`src/rtl/jedro_1_mem_arbiter_if.sv`:
```
// Bundle of the two jedro_1 memory requester ports plus the single-port RAM side.
// slave is the arbiter's view; master is the core/RAM environment's view.
interface jedro_1_mem_arbiter_if #(
  parameter int DATA_WIDTH = 32,
  parameter int ADDR_WIDTH = 32,
  parameter int RAM_AW     = 10
);
  logic                  if_req_i;
  logic [ADDR_WIDTH-1:0] if_addr_i;
  logic                  if_gnt_o;
  logic                  if_rvalid_o;
  logic [DATA_WIDTH-1:0] if_rdata_o;
  logic                  if_err_o;

  logic                  d_req_i;
  logic                  d_we_i;
  logic [3:0]            d_be_i;
  logic [ADDR_WIDTH-1:0] d_addr_i;
  logic [DATA_WIDTH-1:0] d_wdata_i;
  logic                  d_gnt_o;
  logic                  d_rvalid_o;
  logic [DATA_WIDTH-1:0] d_rdata_o;
  logic                  d_err_o;

  logic                  ram_en_o;
  logic [3:0]            ram_we_o;
  logic [RAM_AW-1:0]     ram_addr_o;
  logic [DATA_WIDTH-1:0] ram_wdata_o;
  logic [DATA_WIDTH-1:0] ram_rdata_i;

  modport slave (
    input  if_req_i, if_addr_i,
    output if_gnt_o, if_rvalid_o, if_rdata_o, if_err_o,
    input  d_req_i, d_we_i, d_be_i, d_addr_i, d_wdata_i,
    output d_gnt_o, d_rvalid_o, d_rdata_o, d_err_o,
    output ram_en_o, ram_we_o, ram_addr_o, ram_wdata_o,
    input  ram_rdata_i
  );

  modport master (
    output if_req_i, if_addr_i,
    input  if_gnt_o, if_rvalid_o, if_rdata_o, if_err_o,
    output d_req_i, d_we_i, d_be_i, d_addr_i, d_wdata_i,
    input  d_gnt_o, d_rvalid_o, d_rdata_o, d_err_o,
    input  ram_en_o, ram_we_o, ram_addr_o, ram_wdata_o,
    output ram_rdata_i
  );
endinterface

```
`src/rtl/jedro_1_mem_arbiter.sv`:
```
// Shares one single-port, 1-cycle-latency RAM between jedro_1 fetch and data ports.
// Data has priority; a saturating starvation counter forces a fetch grant at STARVE_LIMIT.
module jedro_1_mem_arbiter #(
  parameter int DATA_WIDTH   = 32,
  parameter int ADDR_WIDTH   = 32,
  parameter int RAM_AW       = 10,
  parameter int STARVE_LIMIT = 4
) (
  input logic                 clk_i,
  input logic                 rst_i,
  jedro_1_mem_arbiter_if.slave bus
);
  localparam int CW = $clog2(STARVE_LIMIT + 1);
  localparam logic [ADDR_WIDTH:0] RANGE_END = (ADDR_WIDTH + 1)'(1) << (RAM_AW + 2);

  typedef enum logic [1:0] {OWN_NONE, OWN_IF, OWN_D} owner_t;

  logic [CW-1:0] starve_cnt_reg;
  owner_t        owner_reg;
  logic          is_write_reg;
  logic          err_reg;

  logic if_in_range, d_in_range, fetch_starved;
  logic if_gnt, d_gnt, if_ram, d_ram, resp_has_data;

  // addr < 4*2^RAM_AW is the same test as addr[AW-1:2] < 2^RAM_AW
  assign if_in_range   = ({1'b0, bus.if_addr_i} < RANGE_END);
  assign d_in_range    = ({1'b0, bus.d_addr_i} < RANGE_END);
  assign fetch_starved = (starve_cnt_reg == CW'(STARVE_LIMIT));

  assign if_gnt = !rst_i && bus.if_req_i && (!bus.d_req_i || fetch_starved);
  assign d_gnt  = !rst_i && bus.d_req_i && !if_gnt;
  assign if_ram = if_gnt && if_in_range;
  assign d_ram  = d_gnt && d_in_range;

  assign bus.if_gnt_o    = if_gnt;
  assign bus.d_gnt_o     = d_gnt;
  assign bus.ram_en_o    = if_ram || d_ram;
  assign bus.ram_we_o    = (d_ram && bus.d_we_i) ? bus.d_be_i : 4'b0000;
  assign bus.ram_addr_o  = if_ram ? bus.if_addr_i[RAM_AW+1:2] :
                           d_ram  ? bus.d_addr_i[RAM_AW+1:2]  : '0;
  assign bus.ram_wdata_o = (d_ram && bus.d_we_i) ? bus.d_wdata_i : '0;

  always_ff @(posedge clk_i or posedge rst_i) begin
    if (rst_i) begin
      starve_cnt_reg <= '0;
      owner_reg      <= OWN_NONE;
      is_write_reg   <= 1'b0;
      err_reg        <= 1'b0;
    end else begin
      if (bus.if_req_i && !if_gnt) begin
        if (!fetch_starved) starve_cnt_reg <= starve_cnt_reg + CW'(1);
      end else begin
        starve_cnt_reg <= '0;
      end

      if (if_gnt) begin
        owner_reg    <= OWN_IF;
        is_write_reg <= 1'b0;
        err_reg      <= !if_in_range;
      end else if (d_gnt) begin
        owner_reg    <= OWN_D;
        is_write_reg <= bus.d_we_i;
        err_reg      <= !d_in_range;
      end else begin
        owner_reg    <= OWN_NONE;
        is_write_reg <= 1'b0;
        err_reg      <= 1'b0;
      end
    end
  end

  // Only in-range reads forward RAM data; writes and errors return zero.
  assign resp_has_data   = !is_write_reg && !err_reg;

  assign bus.if_rvalid_o = (owner_reg == OWN_IF);
  assign bus.if_err_o    = (owner_reg == OWN_IF) && err_reg;
  assign bus.if_rdata_o  = ((owner_reg == OWN_IF) && resp_has_data) ? bus.ram_rdata_i : '0;

  assign bus.d_rvalid_o  = (owner_reg == OWN_D);
  assign bus.d_err_o     = (owner_reg == OWN_D) && err_reg;
  assign bus.d_rdata_o   = ((owner_reg == OWN_D) && resp_has_data) ? bus.ram_rdata_i : '0;
endmodule

```
`src/flat_wrapper.sv`:
```
// flat-port wrapper written by rule: the top's interface ports become plain ports
module jedro_1_mem_arbiter_flat 
#(
  parameter int DATA_WIDTH   = 32,
  parameter int ADDR_WIDTH   = 32,
  parameter int RAM_AW       = 10,
  parameter int STARVE_LIMIT = 4
)
  (clk_i, rst_i, bus_if_req_i, bus_if_addr_i, bus_if_gnt_o, bus_if_rvalid_o, bus_if_rdata_o, bus_if_err_o, bus_d_req_i, bus_d_we_i, bus_d_be_i, bus_d_addr_i, bus_d_wdata_i, bus_d_gnt_o, bus_d_rvalid_o, bus_d_rdata_o, bus_d_err_o, bus_ram_en_o, bus_ram_we_o, bus_ram_addr_o, bus_ram_wdata_o, bus_ram_rdata_i);
  jedro_1_mem_arbiter_if #(.DATA_WIDTH(DATA_WIDTH), .ADDR_WIDTH(ADDR_WIDTH), .RAM_AW(RAM_AW)) bus_i ();
  input logic clk_i;
  input logic rst_i;
  input wire logic [$bits(bus_i.if_req_i)-1:0] bus_if_req_i;
  input wire logic [$bits(bus_i.if_addr_i)-1:0] bus_if_addr_i;
  output wire logic [$bits(bus_i.if_gnt_o)-1:0] bus_if_gnt_o;
  output wire logic [$bits(bus_i.if_rvalid_o)-1:0] bus_if_rvalid_o;
  output wire logic [$bits(bus_i.if_rdata_o)-1:0] bus_if_rdata_o;
  output wire logic [$bits(bus_i.if_err_o)-1:0] bus_if_err_o;
  input wire logic [$bits(bus_i.d_req_i)-1:0] bus_d_req_i;
  input wire logic [$bits(bus_i.d_we_i)-1:0] bus_d_we_i;
  input wire logic [$bits(bus_i.d_be_i)-1:0] bus_d_be_i;
  input wire logic [$bits(bus_i.d_addr_i)-1:0] bus_d_addr_i;
  input wire logic [$bits(bus_i.d_wdata_i)-1:0] bus_d_wdata_i;
  output wire logic [$bits(bus_i.d_gnt_o)-1:0] bus_d_gnt_o;
  output wire logic [$bits(bus_i.d_rvalid_o)-1:0] bus_d_rvalid_o;
  output wire logic [$bits(bus_i.d_rdata_o)-1:0] bus_d_rdata_o;
  output wire logic [$bits(bus_i.d_err_o)-1:0] bus_d_err_o;
  output wire logic [$bits(bus_i.ram_en_o)-1:0] bus_ram_en_o;
  output wire logic [$bits(bus_i.ram_we_o)-1:0] bus_ram_we_o;
  output wire logic [$bits(bus_i.ram_addr_o)-1:0] bus_ram_addr_o;
  output wire logic [$bits(bus_i.ram_wdata_o)-1:0] bus_ram_wdata_o;
  input wire logic [$bits(bus_i.ram_rdata_i)-1:0] bus_ram_rdata_i;
  assign bus_i.if_req_i = bus_if_req_i;
  assign bus_i.if_addr_i = bus_if_addr_i;
  assign bus_if_gnt_o = bus_i.if_gnt_o;
  assign bus_if_rvalid_o = bus_i.if_rvalid_o;
  assign bus_if_rdata_o = bus_i.if_rdata_o;
  assign bus_if_err_o = bus_i.if_err_o;
  assign bus_i.d_req_i = bus_d_req_i;
  assign bus_i.d_we_i = bus_d_we_i;
  assign bus_i.d_be_i = bus_d_be_i;
  assign bus_i.d_addr_i = bus_d_addr_i;
  assign bus_i.d_wdata_i = bus_d_wdata_i;
  assign bus_d_gnt_o = bus_i.d_gnt_o;
  assign bus_d_rvalid_o = bus_i.d_rvalid_o;
  assign bus_d_rdata_o = bus_i.d_rdata_o;
  assign bus_d_err_o = bus_i.d_err_o;
  assign bus_ram_en_o = bus_i.ram_en_o;
  assign bus_ram_we_o = bus_i.ram_we_o;
  assign bus_ram_addr_o = bus_i.ram_addr_o;
  assign bus_ram_wdata_o = bus_i.ram_wdata_o;
  assign bus_i.ram_rdata_i = bus_ram_rdata_i;
  jedro_1_mem_arbiter #(.DATA_WIDTH(DATA_WIDTH), .ADDR_WIDTH(ADDR_WIDTH), .RAM_AW(RAM_AW), .STARVE_LIMIT(STARVE_LIMIT)) u_core (.clk_i(clk_i), .rst_i(rst_i), .bus(bus_i));
endmodule
```
`config.mk`:
```
export PLATFORM = sky130hd
export DESIGN_NAME = jedro_1_mem_arbiter_flat
export DESIGN_NICKNAME = d
export VERILOG_FILES = /design/src/rtl/jedro_1_mem_arbiter_if.sv /design/src/rtl/jedro_1_mem_arbiter.sv /design/src/flat_wrapper.sv
export SDC_FILE = /design/constraint.sdc
export NUM_CORES = 1
export LEC_CHECK = 0
export ABC_AREA = 0
export ABC_CLOCK_PERIOD_IN_PS = 6500
export CAP_MARGIN = 20
export CORE_AREA = 2 2 99 101
export DETAILED_ROUTE_END_ITERATION = 10
export DIE_AREA = 0 0 101 103
export GPL_TIMING_DRIVEN = 0
export HOLD_SLACK_MARGIN = 0.02
export SKIP_LAST_GASP = 1
export SYNTH_ARGS = -nofsm -noshare
export SYNTH_HDL_FRONTEND = slang
export SYNTH_SLANG_ARGS = --single-unit
```
`constraint.sdc`:
```
create_clock -name clk_i -period 6.5 [get_ports clk_i]
set_clock_uncertainty 0.1 [all_clocks]
set_input_delay 1.3 -clock clk_i [delete_from_list [all_inputs] [get_ports clk_i]]
set_output_delay 1.3 -clock clk_i [all_outputs]
set_load 0.03 [all_outputs]
```
---- Yosys cells after proc, flatten, opt, wreduce, memory -nomap -nowiden ----
Cells that the tools add are included.
word-level totals
  bits in registers ....................... 7
  bits of input ports ..................... 137
  logic and storage cells ................. 47
cells by class
  add/sub/neg operators ................... 1
  $lt $le $gt $ge ......................... 2
  equal/unequal tests ..................... 4
  multiplexer cells ....................... 14
  reduce and logical (&&, ||, !) cells .... 22
operators by type and width
  kind                  number
  $mux 32               3
  $lt 32x13->1 const B  2
  $mux 10               2
  $logic_and 1x1->1     13
  $logic_not 1->1       7
  $mux 3                2
  $mux 1                4
  $mux 2                2
  $mux 4                1
  $add 3x1->3 const B   1
  $eq 3x3->1 const B    1
  $eq 2x1->1 const B    1
  $eq 2x2->1 const B    1
  $logic_or 1x1->1      2
  $ne 2x2->1 const B    1

---- Depth between registers and ports, before layout ----
Gate-level depths: netlist of run 1.
  depth in word-level cells ............... 8
  mapped depth ............................ 7
  depth with buffers taken out ............ 6

---- Worst setup path after synthesis of run 1 ----
OpenSTA, ideal clock, no wires.
  path type ............................... in2out
  start point ............................. input port bus_d_addr_i[22]
  end point ............................... output port bus_ram_addr_o[0]
  arrival ................................. 2.904 ns
  path slack .............................. 2.196 ns
  stages on the path ...................... 4
  path buffers ............................ 1
  path through ............................ or4_4 > or3_4 > buf_6 > o22ai_1
between the ends
  cells in the longest elaborated chain, start to end .. 4
RTL lines
  item                RTL line                   RTL
  start: declaration  flat_wrapper.sv:22         input wire logic [$bits(bus_i.d_addr_i)-1:0] bus_d_addr_i;
  $lt 32x13->1        jedro_1_mem_arbiter.sv:28  assign d_in_range = ({1'b0, bus.d_addr_i} < RANGE_END);
  $logic_and 1x1->1   jedro_1_mem_arbiter.sv:34  assign d_ram = d_gnt && d_in_range;
  $mux 10             jedro_1_mem_arbiter.sv:41  d_ram ? bus.d_addr_i[RAM_AW+1:2] : '0;
  $mux 10             jedro_1_mem_arbiter.sv:40  assign bus.ram_addr_o = if_ram ? bus.if_addr_i[RAM_AW+1:2] :
  end: declaration    flat_wrapper.sv:30         output wire logic [$bits(bus_i.ram_addr_o)-1:0] bus_ram_addr_o;
Every way passes these cells.

---- Final worst setup path of run 1 ----
  start point ............................. input port bus_d_addr_i[22]
  end point ............................... output port bus_ram_wdata_o[15]
between the ends
  cells in the longest elaborated chain, start to end .. 4
RTL lines
  item               RTL line                   RTL
  $lt 32x13->1       jedro_1_mem_arbiter.sv:28
  $logic_and 1x1->1  jedro_1_mem_arbiter.sv:34
  $logic_and 1x1->1  jedro_1_mem_arbiter.sv:42  assign bus.ram_wdata_o = (d_ram && bus.d_we_i) ? bus.d_wdata_i : '0;
  $mux 32            jedro_1_mem_arbiter.sv:42
  end: declaration   flat_wrapper.sv:31         output wire logic [$bits(bus_i.ram_wdata_o)-1:0] bus_ram_wdata_o;
Every way passes these cells.

==> results of run 1 <==
[tightest hold or removal path, delay by kind of cell (launching register included)]
| kind | cells | cell delay [ps] |
|---|---|---|
| flops | 1 | 380 |
| compound gates | 1 | 60 |
| simple gates | 1 | 80 |
[cells by family after synthesis]
kind of cell / Yosys count
xor+xnor: 1
simple gates: 156
buf+inv: 18
flops: 7
fa+ha+maj: 2
compound gates: 15
[cell usage after synthesis (all sizes together) (2+ instances only)]
cell type and instances:
dfrtp 7, nor2b 3, o22ai 10, inv 5, nor3b 2, nand2 25
nor4 10, nand3 4, ha 2, nor2 4, and2 103, clkbuf 12
[power by group]
group | internal, mW | switching, mW
registers | 0.0464 | 0.00204
logic | 0.101 | 0.0605
clock network | 0.0424 | 0.0191
total | 0.190 | 0.0817
[path summary, 6_finish.rpt]
path,endpoint,slack [ps],depth (start not counted)
max,bus_ram_wdata_o[15],1260,6
min reg2reg,u_core.starve_cnt_reg[1]$_DFFE_PP0P_,470,2
max reg2reg,u_core.owner_reg[0]$_DFF_PP0_,4700,5
min in group asynchronous,u_core.starve_cnt_reg[2]$_DFFE_PP0P_,1300,2
min,u_core.starve_cnt_reg[1]$_DFFE_PP0P_,470,2
max in group asynchronous,u_core.owner_reg[0]$_DFF_PP0_,4790,2
[per-layer routing]
layer | wire (um) | global-route usage (%) | up-vias | share of wire, %
met5 | 0 | 0 | - | 0
li1 | - | - | 1151 | -
met4 | 87 | 3.43 | 0 | 1.0
met2 | 4360 | 26.7 | 135 | 50
met1 | 3340 | 17.3 | 992 | 39
met3 | 849 | 3.12 | 6 | 9.8
[layout make-up]
class / count / area (um2) / area share (%)
repair buffers: 249 / 2490 / 62.0
clock buffers: 4 / 45.0 / 1.12
multi-input cells: 174 / 1090 / 27.0
inverters: 5 / 18.8 / 0.467
flip-flops and latches: 7 / 175 / 4.36
plain buffers: 13 / 60.1 / 1.49
well taps: 114 / 143 / 3.55
==> reports/results.tsv, run 1 <==
stage	metric	value	unit
drt	wire length per cell	15.2	um
logic_synthesis	Synth Area in XOR/XNOR	0.654	%
power_and_ir_drop	Leak Pwr	1.51	nW
drt	initial DRC count	34	
sta	Final Hold Fails	0	
logic_synthesis	sequential share of the synthesized area	13.1	%
logic_synthesis	syn nets	338	
worst_setup_path	crit path buf inv count	3	
cells_and_area	final instance area	4020	um2
clock_network	clk slew on worst S/H paths	40	ps
power_and_ir_drop	VDD IR-drop max	0.0493	mV
logic_synthesis	main combinational cell family by area after synthesis	simple AND/OR/NAND/NOR gates	
drt	final wirelength	8630	um
placement	Post-Place Cells	562	
clock_network	setup bufs post-CTS	0	
worst_setup_path	Crit. End Element	output pin	
sta	unrepaired setup endpoints after global routing	no	
placement	pre-CTS setup slack	1250	ps
worst_setup_path	slowest CP cell	clkdlybuf4s50_1	
logic_synthesis	simple-gate share of the synthesized area	71.2	%
sta	Min Clock Period, post-route	5240	ps
logic_synthesis	Synth Warn #	0	
drt	vias per inst	4.04	
clock_network	CTS root buf	clkbuf_8	
logic_synthesis	cell accounting for the most synthesized area	and2_1	
floorplanning	Boundary Pins	254	
drt	DR DRC count	0	
clock_network	CTS tree	built	
clock_network	Hold Buf Count CTS	0	
cells_and_area	area delta synth->final	200	%
worst_setup_path	critical-path cell list	clkdlybuf4s50_1, or4_4, nor4_4, clkbuf_2, and2_2, clkdlybuf4s50_1	
logic_synthesis	top cells by area, synth	and2_1, and2_2, dfrtp_1, nand2_1, o22ai_1	
placement	detailed placer's ending HPWL	7770	um
drt	vias	2284	
worst_setup_path	CP startpoint kind	input port	
hold_path	Hold Crit Start	u_core.starve_cnt_reg[1]$_DFFE_PP0P_	
flow_run	Max Cap Viol	0	
sta	Final period util	80.7	%
sta	fin. max-slew vios	0	
sta	Max Clk Rate	0.191	GHz
floorplanning	die area	10400	um2
logic_synthesis	Adder-Cell Fraction of Synth Area	1.87	%
sta	Relative slew margins	55.3	%
floorplanning	core box area	9460	um2
cells_and_area	fillers	945	
cells_and_area	most frequent cells in the layout	clkdlybuf4s50_1, and2_1, nand2_1, and2_2	
sta	fin worst setup slack	1260	ps
cells_and_area	layout cells sized above 1	7.52	%
logic_synthesis	Synth cell types	27	
floorplanning	starting density of the core	14.2	%
global_routing	initial antenna violation count	0	
power_and_ir_drop	total power	0.271	mW
placement	GPL Wtd Cong	0.743	
logic_synthesis	Synth Area in Compound Gates	7.28	%
cells_and_area	ant diodes	0	
logic_synthesis	Post-Syn Instances	199	
clock_network	CTS Buf Count	3	
logic_synthesis	EDFF count, synth	0	
worst_setup_path	delay-heaviest family, CP	buffers and inverters	
global_routing	vias in the first global route	2252	
logic_synthesis	share of flip-flops with an asynchronous set or reset	100	%
cells_and_area	nets	592	
status	status	completed	
worst_setup_path	WP data arrival	3840	ps
cells_and_area	Post-Layout Cell Count	566	
worst_setup_path	Most common cell on crit path	clkdlybuf4s50_1	
clock_network	Worst-Skew Late Latency	230	ps
clock_network	CTS sink count	7	
global_routing	first-pass GRT wire length	11900	um
floorplanning	Cell Rows	36	
drt	DRT Pass-1 Iters	4	
logic_synthesis	Synth Flop Type	dfrtp_1	
global_routing	gr usage total	14.5	%
logic_synthesis	area share of the largest cell type after synthesis	36.9	%
placement	Cell Area, Placed	3980	um2
placement	number of port buffers	249	
logic_synthesis	syn avg cell area	6.73	um2
clock_network	# resized after CTS	0	
sta	final setup vio count	0	
sta	Post-Route Setup TNS	0	ps
worst_setup_path	worst flop-to-flop path startpoint	u_core.starve_cnt_reg[0]$_DFFE_PP0P_	
logic_synthesis	flops & latches, synth	7	
floorplanning	DIE WIDTH	101	um
worst_setup_path	kind of critical path	in2out	
power_and_ir_drop	Power Dens Cells	67.5	nW/um2
logic_synthesis	synthesized cell area	1340	um2
cells_and_area	most common cell after layout, fill and taps aside	clkdlybuf4s50_1	
cells_and_area	Largest register FFs	3	
clock_network	clk buf depth	2	
logic_synthesis	multiplexer area fraction after synthesis	0	%
hold_path	worst min-delay path category	reg2reg	
drt	antenna viol nets, final	0	
sta	worst slew pin tran	669	ps
clock_network	depth of the CTS H-tree	1	
floorplanning	chip height	103	um
sta	worst hold margin	468	ps
worst_setup_path	crit path max fanout	10	
worst_setup_path	Crit path largest cell delay	680	ps
global_routing	Overflow after GRT	0	
worst_setup_path	Worst EP required	5100	ps
cells_and_area	post-layout util	42.5	%
worst_setup_path	Worst setup startpoint	bus_d_addr_i[22]	
global_routing	largest net degree at the start of global routing	12	
No activity file was read; power rests on OpenSTA's default activity.
==> run 2: changes to the inputs <==
--- a/config.mk
+++ b/config.mk
@@ -6,13 +6,14 @@
 export NUM_CORES = 1
 export LEC_CHECK = 0
 export ABC_AREA = 0
-export ABC_CLOCK_PERIOD_IN_PS = 6500
+export ABC_CLOCK_PERIOD_IN_PS = 4200
 export CAP_MARGIN = 20
-export CORE_AREA = 2 2 99 101
+export CORE_AREA = 2 2 98 100
 export DETAILED_ROUTE_END_ITERATION = 10
-export DIE_AREA = 0 0 101 103
+export DIE_AREA = 0 0 100 102
 export GPL_TIMING_DRIVEN = 0
 export HOLD_SLACK_MARGIN = 0.02
+export PLACE_DENSITY = 0.65
 export SKIP_LAST_GASP = 1
 export SYNTH_ARGS = -nofsm -noshare
 export SYNTH_HDL_FRONTEND = slang
==> constraint.sdc (replaced) <==
create_clock -name clk_i -period 4.2 [get_ports clk_i]
set_clock_uncertainty 0.1 [all_clocks]
set_input_delay 0.84 -clock clk_i [delete_from_list [all_inputs] [get_ports clk_i]]
set_output_delay 0.84 -clock clk_i [all_outputs]
set_load 0.03 [all_outputs]
==> run 2 against run 1 <==
  * Sequential power grew 55%
  * Final cell count shrank 0.35%
  * Non-clock buffer count grew 1
  * Clock-buffer cell count is the same
  * Clock power grew 47%
  * Wire length shrank 0.24%
  * Flip-flop and latch count is the same
  * Via count grew 0.13%
  * Final area grew 1.8%
  * Critical endpoint is now bus_ram_addr_o[9]
  * Highest routed layer unchanged
==> reports/results.tsv, run 2 (synthesized netlist as in run 1, its figures left out) <==
stage	metric	value	unit	change
worst_setup_path	slowest CP cell	clkdlybuf4s50_1		
global_routing	initial antenna violation count	0		unchanged
sta	worst hold margin	479	ps	+11.0 ps
sta	Final Hold Fails	0		unchanged
global_routing	largest net degree at the start of global routing	12		unchanged
power_and_ir_drop	Seq pwr share	18.2	%	+0.3 points
floorplanning	Cell Rows	35		-2.8%
status	status	completed		
sta	fin. max-slew vios	0		unchanged
cells_and_area	most frequent cells in the layout	clkdlybuf4s50_1, and2_1, dlymetal6s2s_1, nand2_1, and2_2		
power_and_ir_drop	total power	0.414	mW	+52%
placement	detailed placer's ending HPWL	7690	um	-1.0%
worst_setup_path	delay-heaviest family, CP	buffers and inverters		
sta	fin worst setup slack	134	ps	-1120 ps
floorplanning	die area	10200	um2	-2.0%
sta	Max Clk Rate	0.246	GHz	
clock_network	Worst-Skew Late Latency	220	ps	about the same
floorplanning	DIE WIDTH	100	um	-0.99%
clock_network	depth of the CTS H-tree	1		unchanged
worst_setup_path	crit path buf inv count	2		-1
drt	DR DRC count	0		unchanged
worst_setup_path	WP data arrival	3130	ps	-710 ps
global_routing	gr usage total	14.5	%	-0.015 points
global_routing	Overflow after GRT	0		unchanged
global_routing	met3 usage	3.35	%	+0.23 points
cells_and_area	most common cell after layout, fill and taps aside	clkdlybuf4s50_1		
sta	Min Clock Period, post-route	4070	ps	
drt	final wirelength	8610	um	-0.24%
power_and_ir_drop	Clk pwr share	21.9	%	-0.8 points
drt	vias per inst	4.05		+0.49%
clock_network	clk slew on worst S/H paths	40	ps	about the same
cells_and_area	fillers	904		-4.3%
flow_run	Max Cap Viol	0		unchanged
worst_setup_path	Worst EP required	3260	ps	-1840 ps
power_and_ir_drop	Sw Ratio	29.2	%	-0.96 points
sta	final setup vio count	0		unchanged
floorplanning	chip height	102	um	-0.97%
drt	wire length per cell	15.3	um	+0.11%
global_routing	first-pass GRT wire length	11600	um	-1.9%
placement	GPL Wtd Cong	0.816		+9.8%
worst_setup_path	crit path max fanout	3		-7
power_and_ir_drop	Net Switching	0.121	mW	+48%
drt	antenna viol nets, final	0		unchanged
worst_setup_path	critical-path cell list	clkdlybuf4s50_1, or4_4, or3_4, o22ai_1, clkdlybuf4s50_1		
cells_and_area	Largest register FFs	3		unchanged
drt	DRT Pass-1 Iters	4		unchanged
cells_and_area	area delta synth->final	205	%	
placement	pre-CTS setup slack	-145	ps	-1390 ps
global_routing	GRT met1 Usage	16.3	%	-1.0 points
sta	unrepaired setup endpoints after global routing	no		
power_and_ir_drop	Leak Pwr	2.21	nW	+46%
clock_network	CTS sink count	7		unchanged
global_routing	GR peak layer	met2		
clock_network	CTS root buf	clkbuf_8		
placement	number of port buffers	249		unchanged
sta	Relative slew margins	61.1	%	+5.8 points
sta	Post-Route Setup TNS	0	ps	unchanged
hold_path	worst min-delay path category	reg2reg		
drt	vias	2287		+0.13%
power_and_ir_drop	Comb power frac	59.8	%	+0.4 points
floorplanning	core box area	9110	um2	-3.7%
power_and_ir_drop	VDD IR-drop max	0.0576	mV	+17%
cells_and_area	layout cells sized above 1	7.95	%	+0.42 points
global_routing	vias in the first global route	2222		-1.3%
worst_setup_path	Crit. End Element	output pin		
clock_network	CTS Buf Count	3		unchanged
drt	initial DRC count	30		-12%
worst_setup_path	CP startpoint kind	input port		
clock_network	CTS tree	built		
clock_network	clk buf depth	2		unchanged
worst_setup_path	Crit path largest cell delay	710	ps	+30 ps
sta	Final period util	96.8	%	
floorplanning	starting density of the core	14.7	%	+0.54 points
worst_setup_path	kind of critical path	in2out		
global_routing	met2 usage	28.3	%	+1.7 points
floorplanning	Boundary Pins	254		unchanged
cells_and_area	nets	593		+0.17%
cells_and_area	ant diodes	0		unchanged
power_and_ir_drop	internal power	0.293	mW	+55%
sta	worst slew pin tran	583	ps	-86.4 ps
worst_setup_path	Most common cell on crit path	clkdlybuf4s50_1		
power_and_ir_drop	Power Dens Cells	101	nW/um2	+50%
## run 2: cell types whose count changed in the layout (fill, tap and decap cells not counted)
cell             previous run  this run
dlymetal6s2s_1              0        33
clkbuf_2                    3         4
clkbuf_1                   10         9
dlygate4sd2_1               0        13
clkdlybuf4s50_1           249       203
buf_4                       0         1
## run 2: final timing paths
kind	from	end	slack (ps)	depth (start not counted)
setup / recovery	bus_d_addr_i[22]	bus_ram_addr_o[9]	130	5
hold / removal	u_core.starve_cnt_reg[0]$_DFFE_PP0P_	u_core.starve_cnt_reg[0]$_DFFE_PP0P_	480	2
setup reg to reg	u_core.starve_cnt_reg[0]$_DFFE_PP0P_	u_core.owner_reg[0]$_DFF_PP0_	2420	5
hold reg to reg	u_core.starve_cnt_reg[0]$_DFFE_PP0P_	u_core.starve_cnt_reg[0]$_DFFE_PP0P_	480	2
max in group asynchronous	rst_i	u_core.owner_reg[1]$_DFF_PP0_	2970	2
min in group asynchronous	rst_i	u_core.starve_cnt_reg[0]$_DFFE_PP0P_	830	2
## run 2: area by class of cell
cell class	instances	area [um2]	area share (%)
inverters	5	18.8	0.459
clock buffers	4	45.0	1.10
well taps	111	139	3.39
flip-flops and latches	7	175	4.28
repair buffers	250	2570	62.7
multi-input cells	174	1090	26.5
plain buffers	13	61.3	1.50
## run 2: power groups by stage
stage / logic [mW] / clock network [mW] / registers, mW
detailed placement: 0.248 / 0 / 0.0763
finish: 0.247 / 0.0907 / 0.0754
floorplan: 0.0767 / 0 / 0.0752
global route: 0.264 / 0.0995 / 0.0760
CTS: 0.249 / 0.0927 / 0.0755
global placement: 0.246 / 0 / 0.0759
## run 2: per-stage QoR
stage	utilization, %	std cells	cell area, um2
after detailed placement	43.6	559	3970
final	44.9	564	4090
after floorplan	-	199	1340
after global routing	44.9	564	4090
after CTS	44.0	564	4010
after global placement	43.6	559	3970
## run 2: repair_timing
| item | 4_1_cts | 5_1_grt |
|---|---|---|
| endpoints found under the setup margin | 38 | 33 |
| pin swaps | 1 | 0 |
| hold buffers | 0 | 0 |
| setup buffers | 1 | 0 |
| resized for setup | 13 | 35 |
## run 2: layer usage
layer	up-vias	wire length, um
met1	1001	3210
met3	7	760
met5	-	0
met2	128	4590
li1	1151	-
met4	0	53
## run 2: tightest hold or removal path, stage by stage, from the launching register on
cell and delay (ps):
dfrtp_1 370, xnor2_1 90, nor2_1 70
==> run 3: changes to the inputs <==
--- a/config.mk
+++ b/config.mk
@@ -6,11 +6,12 @@
 export NUM_CORES = 1
 export LEC_CHECK = 0
 export ABC_AREA = 0
-export ABC_CLOCK_PERIOD_IN_PS = 4200
+export ABC_CLOCK_PERIOD_IN_PS = 3300
 export CAP_MARGIN = 20
 export CORE_AREA = 2 2 98 100
 export DETAILED_ROUTE_END_ITERATION = 10
 export DIE_AREA = 0 0 100 102
+export GPL_ROUTABILITY_DRIVEN = 0
 export GPL_TIMING_DRIVEN = 0
 export HOLD_SLACK_MARGIN = 0.02
 export PLACE_DENSITY = 0.65
==> constraint.sdc (replaced) <==
create_clock -name clk_i -period 3.3 [get_ports clk_i]
set_clock_uncertainty 0.1 [all_clocks]
set_input_delay 0.66 -clock clk_i [delete_from_list [all_inputs] [get_ports clk_i]]
set_output_delay 0.66 -clock clk_i [all_outputs]
set_load 0.03 [all_outputs]
==> run 3 against run 2 <==
  * Final area is 2.6% higher
  * Clock-buffer cell count stayed put
  * Critical path depth is 1 higher
  * Critical path type unchanged
  * Core utilization is 1.2 points higher
  * Sequential share of layout area is 0.11 points lower
  * Worst hold slack hardly changed
==> reports/results.tsv, run 3 (synthesized netlist as in run 1, its figures left out) <==
stage	metric	value	unit	change
floorplanning	DIE WIDTH	100	um	unchanged
power_and_ir_drop	Leak Pwr	1.71	nW	-22%
drt	vias per inst	4.08		+0.55%
drt	DR DRC count	0		unchanged
clock_network	Hold Buf Count CTS	0		unchanged
power_and_ir_drop	VDD IR-drop max	0.0736	mV	+28%
sta	Post-Route Setup TNS	0	ps	unchanged
drt	final wirelength	8690	um	+0.95%
cells_and_area	Largest register FFs	3		unchanged
clock_network	depth of the CTS H-tree	1		unchanged
drt	wire length per cell	15.2	um	-0.11%
power_and_ir_drop	Comb power frac	60.4	%	+0.6 points
global_routing	gr usage total	14.7	%	+0.14 points
sta	unrepaired setup endpoints after global routing	no		
drt	initial DRC count	26		-13%
global_routing	largest net degree at the start of global routing	12		unchanged
clock_network	CTS Buf Count	3		unchanged
cells_and_area	nets	598		+0.84%
power_and_ir_drop	Power Dens Cells	128	nW/um2	+26%
worst_setup_path	R2R setup slack	1590	ps	-830 ps
worst_setup_path	WP data arrival	2490	ps	-640 ps
hold_path	worst min-delay path category	reg2reg		
worst_setup_path	Crit. End Element	output pin		
placement	detailed placer's ending HPWL	7690	um	unchanged
placement	Cell Area, Placed	3970	um2	unchanged
power_and_ir_drop	Clk pwr share	21.5	%	-0.4 points
worst_setup_path	Worst EP required	2540	ps	-720 ps
cells_and_area	layout cells sized above 1	23.8	%	+16 points
clock_network	clk slew on worst S/H paths	40	ps	about the same
clock_network	CTS tree	built		
placement	pre-CTS setup slack	-685	ps	-540 ps
sta	Min Clock Period, post-route	3250	ps	
power_and_ir_drop	Sw Ratio	30.1	%	+0.93 points
power_and_ir_drop	Net Switching	0.161	mW	+34%
placement	number of port buffers	249		unchanged
floorplanning	die area	10200	um2	unchanged
hold_path	Hold Crit Start	u_core.starve_cnt_reg[0]$_DFFE_PP0P_		
floorplanning	Boundary Pins	254		unchanged
clock_network	CTS root buf	clkbuf_8		
sta	Final Hold Fails	0		unchanged
cells_and_area	final instance area	4200	um2	+2.6%
status	status	completed		
global_routing	initial antenna violation count	1		+1
drt	antenna viol nets, final	0		unchanged
worst_setup_path	kind of critical path	in2out		
power_and_ir_drop	Seq pwr share	18.1	%	about the same
clock_network	CTS sink count	7		unchanged
floorplanning	chip height	102	um	unchanged
hold_path	Hold Path End	u_core.starve_cnt_reg[0]$_DFFE_PP0P_		
global_routing	first-pass GRT wire length	11800	um	+1.8%
floorplanning	starting density of the core	14.7	%	unchanged
sta	fin. max-slew vios	0		unchanged
global_routing	vias in the first global route	2280		+2.6%
worst_setup_path	worst flop-to-flop path startpoint	u_core.starve_cnt_reg[0]$_DFFE_PP0P_		
worst_setup_path	crit path max fanout	5		+2
drt	vias	2324		+1.6%
worst_setup_path	worst flop-to-flop path endpoint	u_core.owner_reg[0]$_DFF_PP0_		
worst_setup_path	CP startpoint kind	input port		
sta	Relative slew margins	73.9	%	+13 points
clock_network	clk buf depth	2		unchanged
sta	fin worst setup slack	53.2	ps	-81.3 ps
drt	DRT Pass-1 Iters	3		-1
cells_and_area	area delta synth->final	213	%	
power_and_ir_drop	internal power	0.375	mW	+28%
hold_path	hold path depth	2		unchanged
global_routing	Overflow after GRT	0		unchanged
sta	final setup vio count	0		unchanged
sta	Final period util	98.4	%	
sta	Max Clk Rate	0.308	GHz	
worst_setup_path	Worst Reg-to-Reg Cells	5		unchanged
sta	worst slew pin tran	389	ps	-194 ps
clock_network	Worst-Skew Late Latency	220	ps	about the same
power_and_ir_drop	total power	0.537	mW	+30%
flow_run	Max Cap Viol	0		unchanged
floorplanning	Cell Rows	35		unchanged
cells_and_area	most frequent cells in the layout	clkdlybuf4s50_1, and2_1, nand2_1, and2_2, buf_4		
floorplanning	core box area	9110	um2	unchanged
cells_and_area	most common cell after layout, fill and taps aside	clkdlybuf4s50_1		
run 3: how the worst max path moves through the flow:
stage	to	depth (start not counted)	from	slack (ps)
final	bus_ram_en_o	6	bus_d_addr_i[21]	50
after global routing	bus_ram_wdata_o[16]	8	bus_d_addr_i[24]	8
after CTS	bus_ram_we_o[2]	8	bus_d_addr_i[24]	-50
after detailed placement	bus_ram_we_o[1]	6	bus_d_addr_i[22]	-680
after global placement	bus_ram_wdata_o[18]	6	bus_d_addr_i[22]	-660
after floorplan	bus_ram_addr_o[0]	4	bus_d_addr_i[22]	280
run 3: layout make-up:
class                           count  area [um2]
Antenna cell                        1        2.50
Buffer                             13        98.8
Clock buffer                        4        45.0
Fill cell                         908        4910
Inverter                            5        18.8
Multi-Input combinational cell    174        1270
Sequential cell                     7         175
Tap cell                          111         139
Timing Repair Buffer              255        2450
run 3: routing by layer:
layer / up-vias / share of wire, % / GRT usage (%)
li1: 1165 / - / -
met3: 5 / 8.3 / 2.46
met1: 1028 / 38 / 16.8
met2: 126 / 53 / 29.0
met4: 0 / 0.53 / 2.21
met5: - / 0 / 0
run 3: worst max-delay path, stage by stage:
cell	delay (ps)
clkdlybuf4s50_1	400
or4_4	480
or3_4	460
buf_16	170
o32ai_2	110
buf_4	200
run 3: power groups by stage:
stage	Combinational (mW)	Sequential (mW)	Clock (mW)
5_1_grt	0.346	0.0977	0.127
2_1_floorplan	0.0976	0.0957	0
4_1_cts	0.320	0.0965	0.118
3_5_place_dp	0.316	0.0972	0
3_3_place_gp	0.313	0.0966	0
6_report	0.324	0.0971	0.115
run 3: through the flow:
stage          util [%]  cells  hold WS [ps]
6_report           46.1    570           479
3_5_place_dp       43.6    559           474
3_3_place_gp       43.6    559           457
2_1_floorplan         -    199           363
5_1_grt            46.1    570           524
4_1_cts            43.7    568           486
run 3: repair_timing:
item / CTS / global route
pin swaps: 4 / 11
endpoints found under the setup margin: 95 / 65
cloned: 1 / 0
gates resized for setup: 271 / 72
setup buffers: 4 / 1
